### src/rtl/l2_bank_rr_arbiter.sv
// Round-robin arbiter that places N TCDM-style masters onto one single-port L2 bank.
// It routes the 1-cycle-latency response back to the master that owned the access.
module l2_bank_rr_arbiter #(
    parameter int N_MASTERS  = 2,
    parameter int ADDR_WIDTH = 12
) (
    input  logic                            clk_i,
    input  logic                            rst_ni,
    input  logic [N_MASTERS-1:0]            m_req_i,
    input  logic [N_MASTERS-1:0]            m_wen_i,
    input  logic [N_MASTERS*4-1:0]          m_be_i,
    input  logic [N_MASTERS*ADDR_WIDTH-1:0] m_addr_i,
    input  logic [N_MASTERS*32-1:0]         m_wdata_i,
    output logic [N_MASTERS-1:0]            m_gnt_o,
    output logic [N_MASTERS-1:0]            m_r_valid_o,
    output logic [31:0]                     m_r_rdata_o,
    output logic                            bank_csn_o,
    output logic                            bank_wen_o,
    output logic [3:0]                      bank_be_o,
    output logic [ADDR_WIDTH-1:0]           bank_addr_o,
    output logic [31:0]                     bank_wdata_o,
    input  logic [31:0]                     bank_rdata_i
);

    localparam int IDX_W = $clog2(N_MASTERS);
    typedef logic [IDX_W-1:0] idx_t;

    logic [3:0]            be_arr    [N_MASTERS];
    logic [ADDR_WIDTH-1:0] addr_arr  [N_MASTERS];
    logic [31:0]           wdata_arr [N_MASTERS];

    genvar gi;
    generate
        for (gi = 0; gi < N_MASTERS; gi++) begin : g_unpack
            assign be_arr[gi]    = m_be_i[gi*4 +: 4];
            assign addr_arr[gi]  = m_addr_i[gi*ADDR_WIDTH +: ADDR_WIDTH];
            assign wdata_arr[gi] = m_wdata_i[gi*32 +: 32];
        end
    endgenerate

    idx_t           ptr_q, ptr_d;
    idx_t           owner_idx_q, owner_idx_d;
    logic           owner_vld_q, owner_vld_d;
    idx_t           winner;
    logic           gnt_any;
    logic [IDX_W:0] cand;

    // Scan from ptr upward; cand carries one extra bit so the modulo wrap is exact for any N.
    always_comb begin
        winner  = '0;
        gnt_any = 1'b0;
        cand    = '0;
        for (int k = 0; k < N_MASTERS; k++) begin
            cand = {1'b0, ptr_q} + (IDX_W+1)'(k);
            if (cand >= (IDX_W+1)'(N_MASTERS)) begin
                cand = cand - (IDX_W+1)'(N_MASTERS);
            end
            if (!gnt_any && m_req_i[cand[IDX_W-1:0]]) begin
                gnt_any = 1'b1;
                winner  = cand[IDX_W-1:0];
            end
        end
    end

    always_comb begin
        m_gnt_o      = '0;
        bank_csn_o   = 1'b1;
        bank_wen_o   = 1'b1;
        bank_be_o    = '0;
        bank_addr_o  = '0;
        bank_wdata_o = '0;
        if (gnt_any) begin
            m_gnt_o[winner] = 1'b1;
            bank_csn_o      = 1'b0;
            bank_wen_o      = m_wen_i[winner];
            bank_be_o       = be_arr[winner];
            bank_addr_o     = addr_arr[winner];
            bank_wdata_o    = wdata_arr[winner];
        end
    end

    always_comb begin
        ptr_d       = ptr_q;
        owner_vld_d = gnt_any;
        owner_idx_d = winner;
        if (gnt_any) begin
            ptr_d = (winner == idx_t'(N_MASTERS-1)) ? '0 : winner + idx_t'(1);
        end
    end

    always_ff @(posedge clk_i or negedge rst_ni) begin
        if (!rst_ni) begin
            ptr_q       <= '0;
            owner_idx_q <= '0;
            owner_vld_q <= 1'b0;
        end else begin
            ptr_q       <= ptr_d;
            owner_idx_q <= owner_idx_d;
            owner_vld_q <= owner_vld_d;
        end
    end

    // Separate valid flag keeps owner index 0 distinct from "no access in flight".
    always_comb begin
        m_r_valid_o = '0;
        if (owner_vld_q) begin
            m_r_valid_o[owner_idx_q] = 1'b1;
        end
    end

    assign m_r_rdata_o = bank_rdata_i;

endmodule

### config.mk
export PLATFORM = sky130hd
export DESIGN_NAME = l2_bank_rr_arbiter
export DESIGN_NICKNAME = d
export VERILOG_FILES = /design/src/rtl/l2_bank_rr_arbiter.sv
export SDC_FILE = /design/constraint.sdc
export NUM_CORES = 1
export LEC_CHECK = 0
export CAP_MARGIN = 0
export CORE_AREA = 2 2 85 87
export CTS_CLUSTER_SIZE = 12
export DETAILED_ROUTE_END_ITERATION = 6
export DIE_AREA = 0 0 87 89
export GPL_TIMING_DRIVEN = 0
export PLACE_DENSITY = 0.75
export SYNTH_ARGS = -nofsm -noshare
export SYNTH_HDL_FRONTEND = slang
export SYNTH_SLANG_ARGS = --single-unit
### constraint.sdc
create_clock -name clk_i -period 1.5 [get_ports clk_i]
set_input_delay 0.3 -clock clk_i [delete_from_list [all_inputs] [get_ports clk_i]]
set_output_delay 0.3 -clock clk_i [all_outputs]
set_load 0.02 [all_outputs]
Word-level counts from Yosys, hierarchy flattened
Cells that the tools add are included.
{"block": "word_totals", "inputBits": 134, "ff_bits": 3, "out_inout_bits": 86}
{"block": "op_classes", "n_reduce_logical": 4, "magnitude_cmp": 9, "addsub": 4, "bitwise_logic": 1, "muxes": 33}
{"cell": "$mux W32", "n": 4}
{"cell": "$mux W12", "n": 4}
{"cell": "$mux W1", "n": 17}
{"cell": "$mux W4", "n": 4}
{"cell": "$lt A1 B2 Y1 const B", "n": 4}
{"cell": "$ge A2 B2 Y1 const B", "n": 2}
{"cell": "$mux W2", "n": 2}
{"cell": "$logic_and A1 B1 Y1", "n": 3}
{"cell": "$add A1 B1 Y2 const B", "n": 1}
{"cell": "$demux W1 S1", "n": 2}
{"cell": "$ge A1 B1 Y1 const B", "n": 2}
{"cell": "$ge A1 B2 Y1 const B", "n": 1}
{"cell": "$not A1 Y2", "n": 1}
{"cell": "$sub A1 B1 Y1 const B", "n": 2}
{"cell": "$add A1 B1 Y1 const B", "n": 1}
{"cell": "$logic_not A1 Y1", "n": 1}

Depth between registers and ports, before layout
{"block": "depth", "depth_word": 13, "mapped_depth": 4}

Worst setup path after synthesis
Ideal clock, no wire load.
{"block": "synth_timing", "kind": "register to output", "from": "register ptr_q", "to": "output bank_wen_o", "required_time_ps": 1200, "stages_incl_launch_ff": 5, "path_buffers": 2, "setup_slack_ps": 3, "t_arrival_ps": 1197, "path_cell_list": "dfrtp_1 > nand2b_1 > buf_6 > buf_6 > a32oi_1"}
{"block": "synth_via", "elab_chain_len": 11}
{"item": "start, declared", "line_no": "41", "source": "idx_t ptr_q, ptr_d;"}
{"item": "start signal, assigned", "line_no": "97", "source": "ptr_q <= ptr_d;"}
{"item": "$ge A1 B2 Y1 / $sub A1 B1 Y1 (equally long branches)", "line_no": "55, 56"}
{"item": "$mux W1", "line_no": "55", "source": "if (cand >= (IDX_W+1)'(N_MASTERS)) begin"}
{"item": "$mux W1 (implied by the code) (2 in a row)", "line_no": "58", "source": "if (!gnt_any && m_req_i[cand[IDX_W-1:0]]) begin"}
{"item": "$mux W1", "line_no": "58"}
{"item": "$logic_not A1 Y1", "line_no": "58"}
{"item": "$logic_and A1 B1 Y1", "line_no": "58"}
{"item": "$mux W1", "line_no": "58"}
{"item": "$mux W1 (implied by the code) (2 in a row)", "line_no": "75", "source": "bank_wen_o = m_wen_i[winner];"}
{"item": "$mux W1 *", "line_no": "72", "source": "if (gnt_any) begin"}
{"item": "end, declared", "line_no": "18", "source": "output logic bank_wen_o,"}
Mark *: on every way between the ends. The rest lies on a longest branch, timed or not. The select of a mux whose other input is x is not followed.

Worst setup path after layout
{"block": "layout_timing", "from": "register ptr_q", "to": "output bank_wdata_o[11]"}
{"block": "layout_via", "elab_chain_len": 13}
{"item": "$ge A1 B2 Y1 / $sub A1 B1 Y1 (equally long branches)", "line_no": "55, 56"}
{"item": "$mux W1", "line_no": "55"}
{"item": "$mux W1 (implied by the code) (2 in a row)", "line_no": "58"}
{"item": "$mux W1", "line_no": "58"}
{"item": "$logic_not A1 Y1", "line_no": "58"}
{"item": "$logic_and A1 B1 Y1", "line_no": "58"}
{"item": "$mux W1", "line_no": "58"}
{"item": "$not A1 Y2 (implied by the code)", "line_no": "78", "source": "bank_wdata_o = wdata_arr[winner];"}
{"item": "$mux W32 (implied by the code) (3 in a row)", "line_no": "78"}
{"item": "$mux W32 *", "line_no": "72"}
{"item": "end, declared", "line_no": "21", "source": "output logic [31:0] bank_wdata_o,"}
Marks and branches as above.

==> summary by stage <==
Finish
The design area is 2970 um2. Summing all flip-flop and latch instances after layout gives 75.1 um2. The non-filler instance count after layout is 387. The area growth from synthesis to layout is 199%.

The antenna diode count is 0. Fill cells in the final layout number 654. Of the cells placed in the final design, the portion with a size suffix greater than 1 is 0.384. The area of the multi-input gates is 572 um2. The net count reported at finish is 442.

Clock tree
The cell sitting at the root of the clock tree is a clkbuf_8. The post-CTS clock slew at the launch and capture registers of the worst setup and hold paths is 0.03 ns. The TritonCTS clock tree is done. The number of buffers created by CTS is 3. In this run the deepest clock path goes through 2 buffers. CTS saw 3 sinks. The number of H-tree branching levels is 1. The insertion delay of the later-clocked pin in the worst-skew pair is 0.21 ns.

Global routing
After global routing, the most crowded layer is met2. For met2 alone, demand over resource in global routing was 0.248. Entering global routing, the biggest net connects 11 pins. The number of antenna violations at the first check in global routing is 0. The met3 track utilization from global routing is 0.0259.

The global routing usage summed across all routing layers is 0.124. The global routing met1 resource utilization is 0.131. The first-pass GRT wire length is 7780 um. The via count of the first global-routing pass is 1693. The remaining global-route overflow is 0.

Route
Using the TritonRoute via totals, the vias-per-cell ratio works out to 4.48. Summed over all layers, the routed wires come to 5560 um. The iteration-0 DRC count of the detailed router is 27. The remaining routing DRC violations is 0. The number of nets with antenna violations after routing is 0. The via total after detailed routing is 1732. The mean routed wirelength per cell is 14.4 um. The number of detailed-route iterations in the first pass is 4.

Run status
The run finished, with violations left. The final reports fail on setup timing.

Timing
The maximum operating frequency is 584 MHz. The number of slew-limit violations in the final report is 0. After layout, the worst setup slack is -0.211 ns. The final period demand of the worst path is 1.71 ns. Setup repair after global routing could not meet its margin everywhere. The number of endpoints failing setup at the final stage is 50. For the pin with the worst max-slew slack, the measured transition is 0.460 ns. The tightest slew margin relative to the limit is 0.693. After routing, the total negative slack on setup checks comes to -9.61 ns. The worst clock skew on the final layout is 0.00108 ns.

The hold violation count in the final report came to 0. In the finished design, the share of the clock period the worst path needs comes to 1.14.

Yosys
The register bit total from synthesis is 3. The number of nets handed over by synthesis was 247. The cell count after synthesis came out at 113. During synthesis, Yosys emitted a total of 0 warnings. The number of distinct library cells after synthesis is 14. The register area share after synthesis is 0.0755. In this run the mean area of a mapped cell was 8.80 um2. Summing every instance area after synthesis gives 995 um2.

Floorplanning
The chip height is 89 um. The total number of placement rows is 30. 220 I/O pins were placed. The width of the die is 87 um. The die footprint is 7740 um2.

The core footprint is 6720 um2. The effective utilization at floorplan is 0.148.

Placement
The total placed cells including tap cells is 379. The routability-driven placement congestion ratio is 0.698. During placement, the flow inserted port buffers numbering 186. The total half-perimeter wirelength after legalization and detailed placement is 4650 um. The instance area after placement is 2960 um2.

Power and ir drop
The worst-case IR drop observed on VDD is 0.228 mV. The areal power density over the cells is 530 nW/um2. Summed over all cells, the static leakage comes to 1.32 nW.

Setup path
Of all nets on the critical path, the largest fanout is 10. For this run, the slowest stage of the critical path takes 0.41 ns. At the worst endpoint, the arrival time is 1.41 ns.

The end of the worst register-to-register path is owner_idx_q. The most critical setup path has its endpoint at bank_wdata_o[11]. The startpoint of the worst register-to-register path is ptr_q. For this design, the slowest cell found on the critical path is dfrtp_1. Measured in cells, the most critical reg-to-reg path has a length of 4. The source of the critical timing path is ptr_q. Traced cell by cell, the critical path runs through nand2b_4 > buf_6 > a32o_1 > buf_2.

Setup slack on the worst reg-to-reg path comes out at 0.33 ns. The critical path launch point type is a flop. The worst setup path is of the reg -> out kind.

The required time reported for the critical path endpoint is 1.20 ns. STA classifies the critical path endpoint as an output port.

Flow run
Across the run, the number of max-cap violations was 0.

Hold path
The path class of the tightest hold or removal check is in -> async.
-- kinds of logic (layout without fill, tap and decap cells) --
kind of cell           after synthesis  in the layout  synth area share
AND/OR/NAND/NOR                      6              6            0.0377
buffers and inverters               53            247             0.379
AO/OA/AOI/OAI                       51             51             0.508
flip-flops                           3              3            0.0755
-- area by class of cell --
| cell class | count | area share |
|---|---|---|
| Timing Repair Buffer | 191 | 0.599 |
| Sequential cell | 3 | 0.0253 |
| Multi-Input combinational cell | 57 | 0.192 |
| Tap cell | 80 | 0.0337 |
| Clock buffer | 4 | 0.0152 |
| Inverter | 4 | 0.00505 |
| Buffer | 48 | 0.129 |
-- worst min path at each step --
stage                        endpoint  slack [ns]  cells after the start
final                           ptr_q        0.28                      1
after global routing            ptr_q        0.29                      1
after CTS                       ptr_q        0.27                      1
after detailed placement  owner_idx_q        0.50                      1
after global placement    owner_vld_q        0.49                      1
after floorplan           owner_idx_q       0.004                      0
-- critical path, delay by kind of cell (launching register included) --
family / cells / cell delay [ns]
AOI/OAI and AO/OA: 1 / 0.26
DFF: 1 / 0.41
buffers and inverters: 2 / 0.32
and+or+nand+nor: 1 / 0.22
-- where the power goes --
group | internal (W) | switching, W
logic | 0.000714 | 0.000537
clock network | 0.000181 | 0.0000473
registers | 0.0000893 | 0.00000651
total | 0.000984 | 0.000591
-- sequential cells by signal (all words and copies together), names as in the netlist --
name / flops
owner_vld_q: 1
ptr_q: 1
owner_idx_q: 1
-- cell usage in the layout, fill, tap and decap left out --
cell	n
clkdlybuf4s50_1	131
buf_6	31
inv_1	4
dlygate4sd2_1	2
dfrtp_1	3
clkbuf_2	1
a32oi_1	1
clkbuf_1	6
buf_8	2
clkbuf_8	3
and2_1	3
or2_2	1
o21ai_0	1
clkdlybuf4s15_2	1
nand2b_4	1
buf_4	37
a21boi_4	1
nor2b_1	1
buf_2	29
a32o_2	11
a32o_1	37
-- through the flow --
| stage | power (W) | hold WS, ns | setup slack [ns] | util |
|---|---|---|---|---|
| 2_1_floorplan | 0.000686 | 0.00441 | 0.00349 | - |
| 3_3_place_gp | 0.00136 | 0.491 | -1.05 | 0.440 |
| 3_5_place_dp | 0.00137 | 0.497 | -1.02 | 0.440 |
| 4_1_cts | 0.00158 | 0.274 | -0.232 | 0.439 |
| 5_1_grt | 0.00167 | 0.289 | -0.267 | 0.442 |
| 6_report | 0.00157 | 0.278 | -0.211 | 0.442 |
-- synth_stat cells, drive strengths merged --
library cell	number	share of area
a21boi	1	0.011
or2	1	0.0063
nor2b	1	0.0063
a32o	48	0.48
and2	3	0.019
buf	44	0.34
a32oi	1	0.0088
dfrtp	3	0.075
clkbuf	5	0.019
o21ai	1	0.0050
inv	4	0.015
nand2b	1	0.0063
-- layer usage --
| layer | share of wire | wire [um] |
|---|---|---|
| met5 | 0 | 0 |
| met1 | 0.34 | 1900 |
| met2 | 0.54 | 3010 |
| met4 | 0.0061 | 34 |
| met3 | 0.11 | 612 |
-- what timing repair did --
| item | 4_1_cts | 5_1_grt |
|---|---|---|
| pin swaps | 1 | 0 |
| resized for setup | 270 | 12 |
| buffers inserted | 4 | 1 |
| hold buffers | 0 | 0 |
| endpoints found under the setup margin | 54 | 51 |
(Power assumes the default switching activity.)
